[src/rtl/pwm_duty_measure.sv]
// rtl/pwm_duty_measure.sv - PWM period/high-time measurement with duty in tenths
// Synchronizes an async PWM line, times it in clk cycles and divides high*10/period.
module pwm_duty_measure #(
  parameter int CNT_W   = 16,
  parameter int TIMEOUT = 50000
) (
  input  logic             clk,
  input  logic             reset,
  input  logic             pwm_in,
  output logic [3:0]       duty_tenths,
  output logic [CNT_W-1:0] period_out,
  output logic [CNT_W-1:0] high_out,
  output logic             meas_valid,
  output logic             stuck,
  output logic             overrun
);

  localparam logic [CNT_W-1:0] TO_MAX = CNT_W'(TIMEOUT);

  typedef enum logic [1:0] {IDLE, DIV, DONE} state_t;
  state_t state, state_nxt;

  logic             sync1, pwm_s, pwm_d;
  logic             rise, capture, timeout_hit;
  logic             armed;
  logic [CNT_W-1:0] period_cnt, high_cnt;
  logic [CNT_W-1:0] cap_period, cap_high;
  logic [CNT_W+3:0] rem, trial;
  logic [CNT_W-1:0] den;
  logic [3:0]       q;
  logic [1:0]       bit_idx;

  assign rise        = pwm_s & ~pwm_d;
  assign capture     = rise & armed;
  assign timeout_hit = armed & ~rise & (period_cnt == TO_MAX);
  assign trial       = {4'b0, den} << bit_idx;

  always_ff @(posedge clk) begin
    if (!reset) begin
      sync1 <= 1'b0;
      pwm_s <= 1'b0;
      pwm_d <= 1'b0;
    end else begin
      sync1 <= pwm_in;
      pwm_s <= sync1;
      pwm_d <= pwm_s;
    end
  end

  // A capture arriving mid-division is dropped so the divider operands stay stable.
  always_ff @(posedge clk) begin
    if (!reset) begin
      period_cnt <= '0;
      high_cnt   <= '0;
      armed      <= 1'b0;
      cap_period <= '0;
      cap_high   <= '0;
    end else if (rise) begin
      if (capture && state == IDLE) begin
        cap_period <= period_cnt;
        cap_high   <= high_cnt;
      end
      period_cnt <= {{(CNT_W-1){1'b0}}, 1'b1};
      high_cnt   <= {{(CNT_W-1){1'b0}}, 1'b1};
      armed      <= 1'b1;
    end else begin
      if (period_cnt != TO_MAX) period_cnt <= period_cnt + 1'b1;
      if (pwm_s && high_cnt != TO_MAX) high_cnt <= high_cnt + 1'b1;
      if (timeout_hit) armed <= 1'b0;
    end
  end

  always_ff @(posedge clk) begin
    if (!reset) state <= IDLE;
    else        state <= state_nxt;
  end

  always_comb begin
    state_nxt = state;
    case (state)
      IDLE:    if (capture) state_nxt = DIV;
      DIV:     if (bit_idx == 2'd0) state_nxt = DONE;
      DONE:    state_nxt = IDLE;
      default: state_nxt = IDLE;
    endcase
  end

  always_ff @(posedge clk) begin
    if (!reset) begin
      rem         <= '0;
      den         <= '0;
      q           <= '0;
      bit_idx     <= '0;
      duty_tenths <= '0;
      period_out  <= '0;
      high_out    <= '0;
      meas_valid  <= 1'b0;
      stuck       <= 1'b0;
      overrun     <= 1'b0;
    end else begin
      meas_valid <= 1'b0;
      case (state)
        IDLE: begin
          if (capture) begin
            rem     <= ({4'b0, high_cnt} << 3) + ({4'b0, high_cnt} << 1);
            den     <= period_cnt;
            q       <= '0;
            bit_idx <= 2'd3;
          end
        end
        DIV: begin
          if (rem >= trial) begin
            rem        <= rem - trial;
            q[bit_idx] <= 1'b1;
          end
          bit_idx <= bit_idx - 2'd1;
        end
        DONE: begin
          duty_tenths <= q;
          period_out  <= cap_period;
          high_out    <= cap_high;
          meas_valid  <= 1'b1;
          stuck       <= 1'b0;
        end
        default: ;
      endcase
      if (capture && state != IDLE) overrun <= 1'b1;
      // Timeout always lands while IDLE because TIMEOUT exceeds the divider latency.
      if (timeout_hit) begin
        stuck       <= 1'b1;
        meas_valid  <= 1'b1;
        period_out  <= '0;
        high_out    <= '0;
        duty_tenths <= pwm_s ? 4'd10 : 4'd0;
      end
    end
  end

endmodule

[config.mk]
export PLATFORM = sky130hd
export DESIGN_NAME = pwm_duty_measure
export DESIGN_NICKNAME = d
export VERILOG_FILES = /design/src/rtl/pwm_duty_measure.sv
export SDC_FILE = /design/constraint.sdc
export NUM_CORES = 1
export LEC_CHECK = 0
export CAP_MARGIN = 20
export CORE_AREA = 2 2 100 198
export CTS_CLUSTER_SIZE = 14
export DETAILED_ROUTE_END_ITERATION = 8
export DIE_AREA = 0 0 102 200
export PLACE_DENSITY = 0.68
export SETUP_SLACK_MARGIN = 0.2
export SYNTH_ARGS = -nofsm -noshare
export SYNTH_HDL_FRONTEND = slang
export SYNTH_SLANG_ARGS = --single-unit
[constraint.sdc]
create_clock -name clk -period 5.25 [get_ports clk]
set_clock_uncertainty 0.1 [all_clocks]
set_input_delay 1.3125 -clock clk [delete_from_list [all_inputs] [get_ports clk]]
set_output_delay 1.3125 -clock clk [all_outputs]
set_load 0.01 [all_outputs]
# After elaboration in Yosys (flattened, before gate mapping)
# Cells that the tools add are included.
word_totals:
  elab_cells: 91
  regBits: 151
  in_bits: 3
op_classes:
  n_addsub: 5
  magnitude_cmp: 3
  shifts: 1
  n_eq_ne: 8
  bitwise_logic: 8
  n_mux: 26
  n_reduce_logical: 19
op_table:
  columns: ["cell", "n"]
  rows:
  - ["$mux 20", 2]
  - ["$pmux 20 s2", 1]
  - ["$add 16x1->16 const B", 2]
  - ["$ne 16x16->1 const B", 2]
  - ["$add 19x17->20", 1]
  - ["$ge 20x20->1", 1]
  - ["$mux 4", 5]
  - ["$shl 16x2->20", 1]
  - ["$sub 20x20->20", 1]
  - ["$eq 16x16->1 const B", 1]
  - ["$reduce_bool 2->1", 6]
  - ["$mux 1", 11]
  - ["$pmux 2 s2", 2]
  - ["$pmux 4 s2", 1]
  - ["$reduce_and 2->1", 4]
  - ["$mux 2", 3]
  - ["$ne 2x2->1 const B", 3]
  - ["$and 1x1->1", 4]
  - ["$logic_and 1x1->1", 4]
  - ["$logic_not 2->1", 2]
  - ["$or 4x4->4", 1]
  - ["$reduce_or 2->1", 2]
  - ["$lt 2x3->1 const B", 1]
  - ["$not 1->1", 3]
  - ["6 further kinds", 6]

# Logic depth before layout (Yosys ltp)
# Gate-level depths: netlist of the first run.
logic_depth:
  depth_word: 7
  ltp_mapped: 16
  mapped_depth_nobuf: 12

# Worst setup path after synthesis of the first run
# OpenSTA, ideal clock, no wires.
synth_path:
  path_type: "register -> register"
  start: "register bit_idx[0]"
  end: "register rem[4]"
  path_buffers: 3
  setup_slack_ns: 1.629
  period_less_slack_ns: 3.621
  required_ns: 5.034
  arrival_time_ns: 3.405
  stages_incl_launch_ff: 13
  path_cell_list: "dfxtp_1 -> buf_1 -> mux4_2 -> inv_1 -> ha_1 -> a21oi_1 -> a211oi_2 -> nor4b_2 -> a221oi_4 -> or2_1 -> buf_6 -> buf_6 -> o211a_1"
synth_via:
  elab_chain_cells: 4
synth_lines:
  columns: ["item", "line", "rtl"]
  rows:
  - ["start: declaration", "31", "logic [1:0] bit_idx;"]
  - ["start signal: assignment", "116", "bit_idx <= bit_idx - 2'd1;"]
  - ["$shl 16x2->20 (*)", "36", "assign trial = {4'b0, den} << bit_idx;"]
  - ["$sub 20x20->20 or $ge 20x20->1 (tied branches)", "113, 112", null]
  - ["$mux 20 or $ne 2x2->1 (tied branches)", null, null]
  - ["$pmux 20 s2 or $reduce_and 3->1 (tied branches)", null, null]
  - ["end signal: assignment", "105", "rem <= ({4'b0, high_cnt} << 3) + ({4'b0, high_cnt} << 1);"]
  - ["end signal: assignment", "113", "rem <= rem - trial;"]
  - ["end: declaration", "28", "logic [CNT_W+3:0] rem, trial;"]
# Every way passes the cells marked *; elsewhere a longest branch is shown, timed or not. The select of a mux whose other input is x is not followed.
# A chain may end at the register's enable or synchronous reset.

# Final worst setup path of the first run
# Same ends and word-level chain as after synthesis.

==> results.md, run 1 <==
* Core ar. at 18830 um2
* Crit share post-route at 82.39%
* Yosys cell types at 65
* Die ar. at 20400 um2
* Starting density of the core at 42.11%
* Critical path startpoint: bit_idx[0]
* Largest area contributor in the netlist: dfxtp_1
* Total power at 0.002485 W
* Via count at 7138
* Hold-fix buffers at CTS at 0
* Post-cts sizing count at 0
* Max incr delay on CP at 820 ps
* Post-synth top flop: dfxtp_1
* CP Buf/Inv Count at 2
* CTS Buffer Depth at 2
* Placed cell count at 1251
* Routed length per placed instance at 17.31 um
* Fin. Hold Viols at 0
* Layout cell share with drive strength beyond 1 at 7.490%
* Vias in the first global route at 6944
* Commonest cells post-synth: nand2_1 (206), dfxtp_1 (151), a21oi_1 (141), nor2_1 (72), clkbuf_1 (43)
* DR vias/cell at 5.564
* Largest net degree at the start of global routing at 39
* Total GRT Usage at 22.50%
* Die H at 200 um
* Dpl hpwl at 16350 um
* Final cell count without fillers at 1283
* Total grt overflow at 0
* # Post-CTS Setup Buffers at 0
* First-pass GRT wire length at 35600 um
* Clock root buffer: clkbuf_16
* FILL cells at 1879
* Hold Startpoint: sync1
* CP max-delay cell: or2_1
* Worst slew pin tran at 969.8 ps
* Width of the die at 102 um
* Critical-path maximum fanout at 27
* Initial DRC count at 408
* Crit start category: flop
* Rel. slew slack at 35.35%
* # diodes at 0
* Crit path max-delay family: simple AND/OR/NAND/NOR gates
* Minimum setup slack among reg-to-reg paths at 920 ps
* Clock Sinks at 151
* Num CTS Buffers at 17
* Status: finished, final reports clean
* Antenna-violating nets left at 0
* Cells taking the most area after synthesis: dfxtp_1 (38%), nand2_1 (9.7%), a21oi_1 (8.9%)
* Data arrival, critical path at 4540 ps
* Seq cells post-synth at 151
* CTS H-Tree Depth at 4
* IR drop worst, VDD at 0.2500 mV
* Final WL at 22210 um
* Critical Path Sink Type: flop
* Detailed Routing Iterations Pass 1 at 5
* Sequential share of the synthesized area at 38.11%
* GPL Wtd Cong at 0.9148
* Reg2Reg Launch Point: bit_idx[0]
* Fmax at 231.2 MHz
* Syn. warnings at 0
* RSZ-0062 raised after global routing: false
* TritonCTS clock tree: yes
* Synth async-reset ratio at 0%
* WS Path Type: flop to flop
* Worst Path Required at 5470 ps
* CP Cell Sequence: buf_4 > mux4_2 > inv_1 > ha_1 > nand3_1 > nor3_1 > o21ai_1 > a221oi_4 > or2_1 > o221ai_1 > o211a_1
* Hold Path Class: flop to flop
* Leak Pwr at 3.281 nW
* # nets final at 1061
* Cell Area, Synth at 7931 um2
* Syn_nets at 1039
* Clk_lat worst skew at 430 ps
* Cells after Synth at 993
* Most common cell in the netlist: nand2_1
* Top-level I/O count at 42
* Setup TNS at 0 ps
* Max cap viols at 0
* Number of synthesized flops with an enable pin at 0
* Yosys top cell area share at 38.11%
* I/O Buffers at 41
* Final Critical Period at 4326 ps
* Hold slack final at 336.6 ps
* Clock transition at path regs at 70 ps
* Row count at 71
* Post-layout util at 48.49%
* Power per cell area at 272.1 nW/um2
* Layout area overhead at 15.13%
* Initial antenna violation count at 0
* Mean post-synth cell area at 7.987 um2
* Max Slew Vio Count at 0
* Final setup violation count at 0
* Residual DRC at 0
## flip-flops by register name (all words and copies together) (netlist names), 2 cells and up
register	cells
high_out	16
q	4
bit_idx	2
period_cnt	16
duty_tenths	4
state	2
period_out	16
rem	20
cap_period	16
cap_high	16
high_cnt	16
den	16
## cell type report
cell class	instances	area (um2)	area share, %
Clock inverter	14	138.9	1.521
Multi-Input combinational cell	761	4587	50.23
Inverter	29	108.9	1.192
Tap cell	255	319.1	3.494
Sequential cell	151	3023	33.10
Clock buffer	18	439.2	4.810
Timing Repair Buffer	55	515.5	5.645
## worst reg2reg max path, stage by stage (launching register included)
cell and delay, ps:
dfxtp_1 640, buf_4 290, mux4_2 500, inv_1 70, ha_1 310, nand3_1 200, nor3_1 190, o21ai_1 130
a221oi_4 500, or2_1 820, o221ai_1 280, o211a_1 190
## report_power, final
part	leakage (nW)	switching (W)	internal, W	total (W)
Clock	0.280	0.000541	0.000640	0.00118
Combinational	1.78	0.0000928	0.0000497	0.000143
Sequential	1.22	0.00000997	0.00115	0.00116
Total	3.28	0.000644	0.00184	0.00249
## placed cells by master (no fill, tap or decap), types with 3 or more instances in the layout
| cell | Yosys | final |
|---|---|---|
| o21bai_1 | 3 | 3 |
| a21oi_1 | 141 | 141 |
| xor2_1 | 24 | 24 |
| nor3b_1 | 3 | 3 |
| nand2b_1 | 7 | 7 |
| or3_1 | 10 | 10 |
| and3_1 | 10 | 10 |
| o21ai_1 | 12 | 12 |
| a311oi_2 | 3 | 3 |
| xnor2_1 | 19 | 19 |
| a21o_1 | 10 | 10 |
| nor3_1 | 15 | 14 |
| clkbuf_16 | 0 | 17 |
| a31oi_1 | 10 | 10 |
| dfxtp_1 | 151 | 151 |
| nand4_1 | 13 | 13 |
| mux2_2 | 6 | 6 |
| inv_6 | 0 | 6 |
| o21ai_0 | 29 | 29 |
| clkinv_4 | 0 | 4 |
| a2111oi_0 | 4 | 4 |
| o211ai_1 | 8 | 8 |
| and2_1 | 6 | 6 |
| mux2i_1 | 5 | 5 |
| nor2_1 | 72 | 72 |
| nand2_1 | 206 | 206 |
| o21a_1 | 4 | 4 |
| ha_1 | 41 | 41 |
| clkdlybuf4s50_1 | 0 | 41 |
| inv_1 | 28 | 27 |
| o2111ai_1 | 3 | 3 |
| buf_4 | 1 | 14 |
| a211oi_2 | 3 | 3 |
| mux4_2 | 8 | 8 |
| nand3_1 | 30 | 29 |
| or4_1 | 3 | 3 |
| nor2b_1 | 6 | 5 |
| a211oi_1 | 12 | 12 |
## per-stage QoR
| stage | instance area (um2) | setup slack [ps] |
|---|---|---|
| 6_report | 9131 | 924.4 |
| 5_1_grt | 9131 | 502.4 |
| 4_1_cts | 9131 | 865.5 |
| 3_5_place_dp | 8553 | 880.2 |
| 3_3_place_gp | 8553 | 971.2 |
| 2_1_floorplan | 7931 | 1629 |
## worst paths after layout
path / to / cells after the start
setup reg to reg: rem[4] / 11
hold / removal: pwm_s / 1
setup / recovery: rem[4] / 11
hold reg to reg: pwm_s / 1
## layer usage
layer / wire length, um / up-vias / global-route usage, %
met5: 0 / - / 0
met1: 8213 / 3387 / 23.12
met3: 616 / 58 / 2.925
met4: 1103 / 0 / 12.59
met2: 12270 / 164 / 42.52
li1: - / 3529 / -
## cells by family (layout without fill, tap and decap cells)
logic type	count (synthesis)	after routing	synth area share, %
buffers and inverters	81	116	4.212
and+or+nand+nor	397	397	22.37
muxes	19	19	3.754
xor gates and xnor gates	43	43	4.748
DFF	151	151	38.11
AOI/OAI and AO/OA	259	259	19.83
adders and majority gates	43	43	6.973
(Power assumes the default switching activity.)
==> run 2: changes to the inputs <==
Clock period 5.25 ns to 4.2 ns, I/O delays scaled along.
==> results.md, run 2 (same netlist as run 1, synthesis figures left out) <==
* TritonCTS clock tree: yes
* FF/Latch Area at 3023 um2
* Die ar. at 20400 um2
* Clk_lat worst skew at 430 ps
* Row count at 71
* I/O Buffers at 41
* Cell repeated most along the worst path: buf_4
* Worst Path Required at 4400 ps
* Fin. Hold Viols at 0
* Most common cell after layout, fill and taps aside: nand2_1
* Power per cell area at 351.7 nW/um2
* Most flops, register: rem
* Num CTS Buffers at 17
* Area of the multi-input gates at 4587 um2
* Critical-path maximum fanout at 25
* Width of the die at 102 um
* Max Slew Vio Count at 0
* Dpl hpwl at 16160 um
* Clock Sinks at 151
* Hold-fix buffers at CTS at 0
* NetSw at 0.0007828 W
* Detailed Routing Iterations Pass 1 at 5
* RSZ-0062 raised after global routing: false
* Core ar. at 18830 um2
* Residual DRC at 0
* Initial DRC count at 379
* Hold Path Class: flop to flop
* Final setup violation count at 0
* Layout area overhead at 16.04%
* Post-layout util at 48.87%
* First-pass GRT wire length at 34950 um
* Crit share post-route at 86.21%
* Largest net degree at the start of global routing at 51
* Final WL at 21650 um
* CP Cell Sequence: buf_4 > mux4_2 > inv_1 > ha_1 > a211oi_4 > nor3_1 > nor4b_2 > a221oi_4 > or2_1 > buf_4 > a41oi_1 > o22ai_1
* Seq pwr share at 44.8%
* WS Path Type: flop to flop
* Max cap viols at 0
* Clock root buffer: clkbuf_16
* Setup TNS at 0 ps
* Crit path max-delay family: compound AO/OA/AOI/OAI gates
* Vias in the first global route at 6911
* CP Buf/Inv Count at 3
* Comb pwr share at 5.5%
* Post-cts sizing count at 0
* GPL Wtd Cong at 1.060
* Worst slew pin tran at 1078 ps
* Max incr delay on CP at 500 ps
* Fmax at 276.2 MHz
* Layout cell share with drive strength beyond 1 at 7.670%
* Crit start category: flop
* Top-level I/O count at 42
* Antenna-violating nets left at 0
* Int Power at 0.002454 W
* Total grt overflow at 0
* Reg2Reg Launch Point: bit_idx[0]
* # diodes at 0
* Switching share of power at 24.18%
* Critical path startpoint: bit_idx[0]
* Starting density of the core at 42.11%
* Routed length per placed instance at 16.85 um
* Clock transition at path regs at 70 ps
* FILL cells at 1901
* Total GRT Usage at 22.26%
* Most frequent cells in the layout: nand2_1 (206), dfxtp_1 (151), a21oi_1 (141), nor2_1 (72)
* Final Critical Period at 3621 ps
* Data arrival, critical path at 3820 ps
* # nets final at 1064
* CP max-delay cell: mux4_2
* Initial antenna violation count at 0
* IR drop worst, VDD at 0.3973 mV
* CTS Buffer Depth at 2
* Hold Startpoint: sync1
* Leak Pwr at 3.315 nW
* # Post-CTS Setup Buffers at 0
* DR vias/cell at 5.532
* Rel. slew slack at 27.99%
* Die H at 200 um
* Via count at 7108
* Status: finished, final reports clean
* Critical Path Sink Type: flop
* Largest register FFs at 20
* Clock share of power at 49.7%
* CTS H-Tree Depth at 4
-- run 2: changes by cell type in the layout (fill, tap and decap cells not counted), sizes merged --
cell,before,now
buf,14,17
bufinv,0,3
clkbuf,18,17
clkinv,7,2
clkinvlp,1,3
-- run 2: per-stage QoR --
step	instance area [um2]	cells	hold slack, ps	power [W]	setup slack, ps
global route	9204	1285	333.5	0.003339	322.6
detailed placement	8588	1254	320.8	0.001657	594.0
global placement	8588	1254	318.5	0.001658	631.9
floorplan	7931	993	311.9	0.001609	579.2
CTS	9204	1285	330.5	0.003260	570.5
finish	9204	1285	331.1	0.003237	579.2
-- run 2: power groups by stage --
stage | clock, W | combinational (W) | sequential, W
2_1_floorplan | 0 | 0.000130 | 0.00148
3_3_place_gp | 0 | 0.000177 | 0.00148
3_5_place_dp | 0 | 0.000176 | 0.00148
4_1_cts | 0.00163 | 0.000178 | 0.00145
5_1_grt | 0.00169 | 0.000196 | 0.00145
6_report | 0.00161 | 0.000179 | 0.00145
-- run 2: final timing paths --
| kind | to | slack, ps | cells after the start |
|---|---|---|---|
| setup reg to reg | rem[18] | 580 | 12 |
| hold / removal | pwm_s | 330 | 1 |
| setup / recovery | rem[18] | 580 | 12 |
| hold reg to reg | pwm_s | 330 | 1 |
-- run 2: layout make-up --
| type | count | share of cell area (%) |
|---|---|---|
| clock buffers | 17 | 4.622 |
| clock inverters | 14 | 2.066 |
| inverters | 29 | 1.183 |
| multi-input cells | 761 | 49.84 |
| flip-flops and latches | 151 | 32.84 |
| well taps | 255 | 3.467 |
| repair buffers | 58 | 5.982 |
-- run 2: layer usage --
layer / global-route usage, % / share of wire, % / up-vias
li1: - / - / 3530
met1: 23.17 / 37 / 3375
met2: 40.94 / 55 / 148
met3: 3.482 / 2.7 / 55
met4: 13.23 / 5.2 / 0
met5: 0 / 0 / -
==> run 3: changes to the inputs <==
Settings changed: CORE_AREA 2 2 100 198 to 8 8 106 204, DIE_AREA 0 0 102 200 to 0 0 114 212.
==> results.md, run 3 (same netlist as run 1, synthesis figures left out) <==
* Initial antenna violation count at 0
* # nets final at 1063
* Total GRT Usage at 17.98%
* CTS H-Tree Depth at 4
* DR vias/cell at 5.528
* Detailed Routing Iterations Pass 1 at 5
* Initial DRC count at 509
* Crit start category: flop
* # Post-CTS Setup Buffers at 0
* Total grt overflow at 0
* Num CTS Buffers at 17
* Die H at 212 um
* Clock root buffer: clkbuf_16
* Starting density of the core at 41.53%
* Rel. slew slack at 41.07%
* Max cap viols at 0
* Post-route design area at 9195 um2
* CTS Buffer Depth at 2
* First-pass GRT wire length at 34760 um
* Hold slack final at 336.8 ps
* Clk_lat worst skew at 420 ps
* Worst slew pin tran at 882.1 ps
* Status: finished, final reports clean
* IR drop worst, VDD at 0.2851 mV
* GPL Wtd Cong at 0.8991
* Crit share post-route at 86.62%
* Power per cell area at 343.9 nW/um2
* Row count at 72
* Cell repeated most along the worst path: buf_4
* Post-cts sizing count at 0
* I/O Buffers at 41
* Width of the die at 114 um
* Layout area overhead at 15.93%
* Largest register FFs at 20
* CP Cell Sequence: buf_4 > mux4_2 > inv_1 > ha_1 > a211oi_4 > nor3_1 > nor4b_2 > a221oi_4 > or2_1 > buf_4 > a41oi_1 > o22ai_1
* RSZ-0062 raised after global routing: false
* Core ar. at 19100 um2
* Data arrival, critical path at 3810 ps
* CP max-delay cell: dfxtp_1
* Layout cell share with drive strength beyond 1 at 7.670%
* Critical-path maximum fanout at 23
* Dpl hpwl at 15520 um
* Worst Path Required at 4370 ps
* Fin. Hold Viols at 0
* Clock transition at path regs at 70 ps
* Via count at 7125
* Die ar. at 24170 um2
* WS Path Type: flop to flop
* Max incr delay on CP at 580 ps
* Top-level I/O count at 42
* Clock Sinks at 151
* Hold Path Class: flop to flop
* Most flops, register: rem
* Final setup violation count at 0
* Antenna-violating nets left at 0
* Placed cell count at 1256
* Residual DRC at 0
* Most common cell after layout, fill and taps aside: nand2_1
* # diodes at 0
* Routed length per placed instance at 16.62 um
* Final WL at 21420 um
* Setup TNS at 0 ps
* Final Critical Period at 3638 ps
* Critical Path Sink Type: flop
* Max Slew Vio Count at 0
* Vias in the first global route at 6856
* Hold-fix buffers at CTS at 0
* Final cell count without fillers at 1289
* Largest net degree at the start of global routing at 40
* Leak Pwr at 3.311 nW
* Post-layout util at 48.15%
* DP Area at 8586 um2
* TritonCTS clock tree: yes
* Fmax at 274.9 MHz
* Most frequent cells in the layout: nand2_1 (206), dfxtp_1 (150), a21oi_1 (141), nor2_1 (72)
[run 3: power by group]
group / total [W] / leakage (nW) / switching, W / internal (W)
clock: 0.00153 / 0.289 / 0.000685 / 0.000848
sequential: 0.00145 / 1.22 / 0.0000117 / 0.00144
combinational: 0.000178 / 1.80 / 0.000113 / 0.0000649
total: 0.00316 / 3.31 / 0.000810 / 0.00235
[run 3: path summary, 6_finish.rpt]
path,startpoint,to,slack [ps],cells after the start
max reg2reg,bit_idx[1],rem[18],560,12
min,sync1,pwm_s,340,1
max,bit_idx[1],rem[18],560,12
min reg2reg,sync1,pwm_s,340,1
[run 3: worst max-delay path: cells and delay by family, from the launching register on]
kind	cells	cell delay [ps]
buf+inv	3	600
flops	1	580
fa+ha+maj	1	320
mux	1	310
compound gates	4	780
simple gates	3	770
[run 3: through the flow]
stage                     power, W  setup WS (ps)
after floorplan           0.001609          579.2
after global placement    0.001653          579.4
after detailed placement  0.001656          488.1
after CTS                 0.003185          471.7
after global routing      0.003265          267.9
final                     0.003162          562.0
[run 3: layout make-up]
| class | count | area [um2] |
|---|---|---|
| Sequential cell | 151 | 3024 |
| Multi-Input combinational cell | 761 | 4587 |
| Timing Repair Buffer | 57 | 558.0 |
| Fill cell | 1861 | 9903 |
| Clock buffer | 18 | 429.2 |
| Clock inverter | 14 | 163.9 |
| Inverter | 29 | 108.9 |
| Tap cell | 259 | 324.1 |
[run 3: metal layers]
metal  GRT usage [%]  share of wire [%]  vias to the layer above
met5               0                  0                        -
met1           21.09                 42                     3370
met2           30.71                 49                      174
met4           9.108                4.3                        0
li1                -                  -                     3535
met3           3.044                3.9                       46
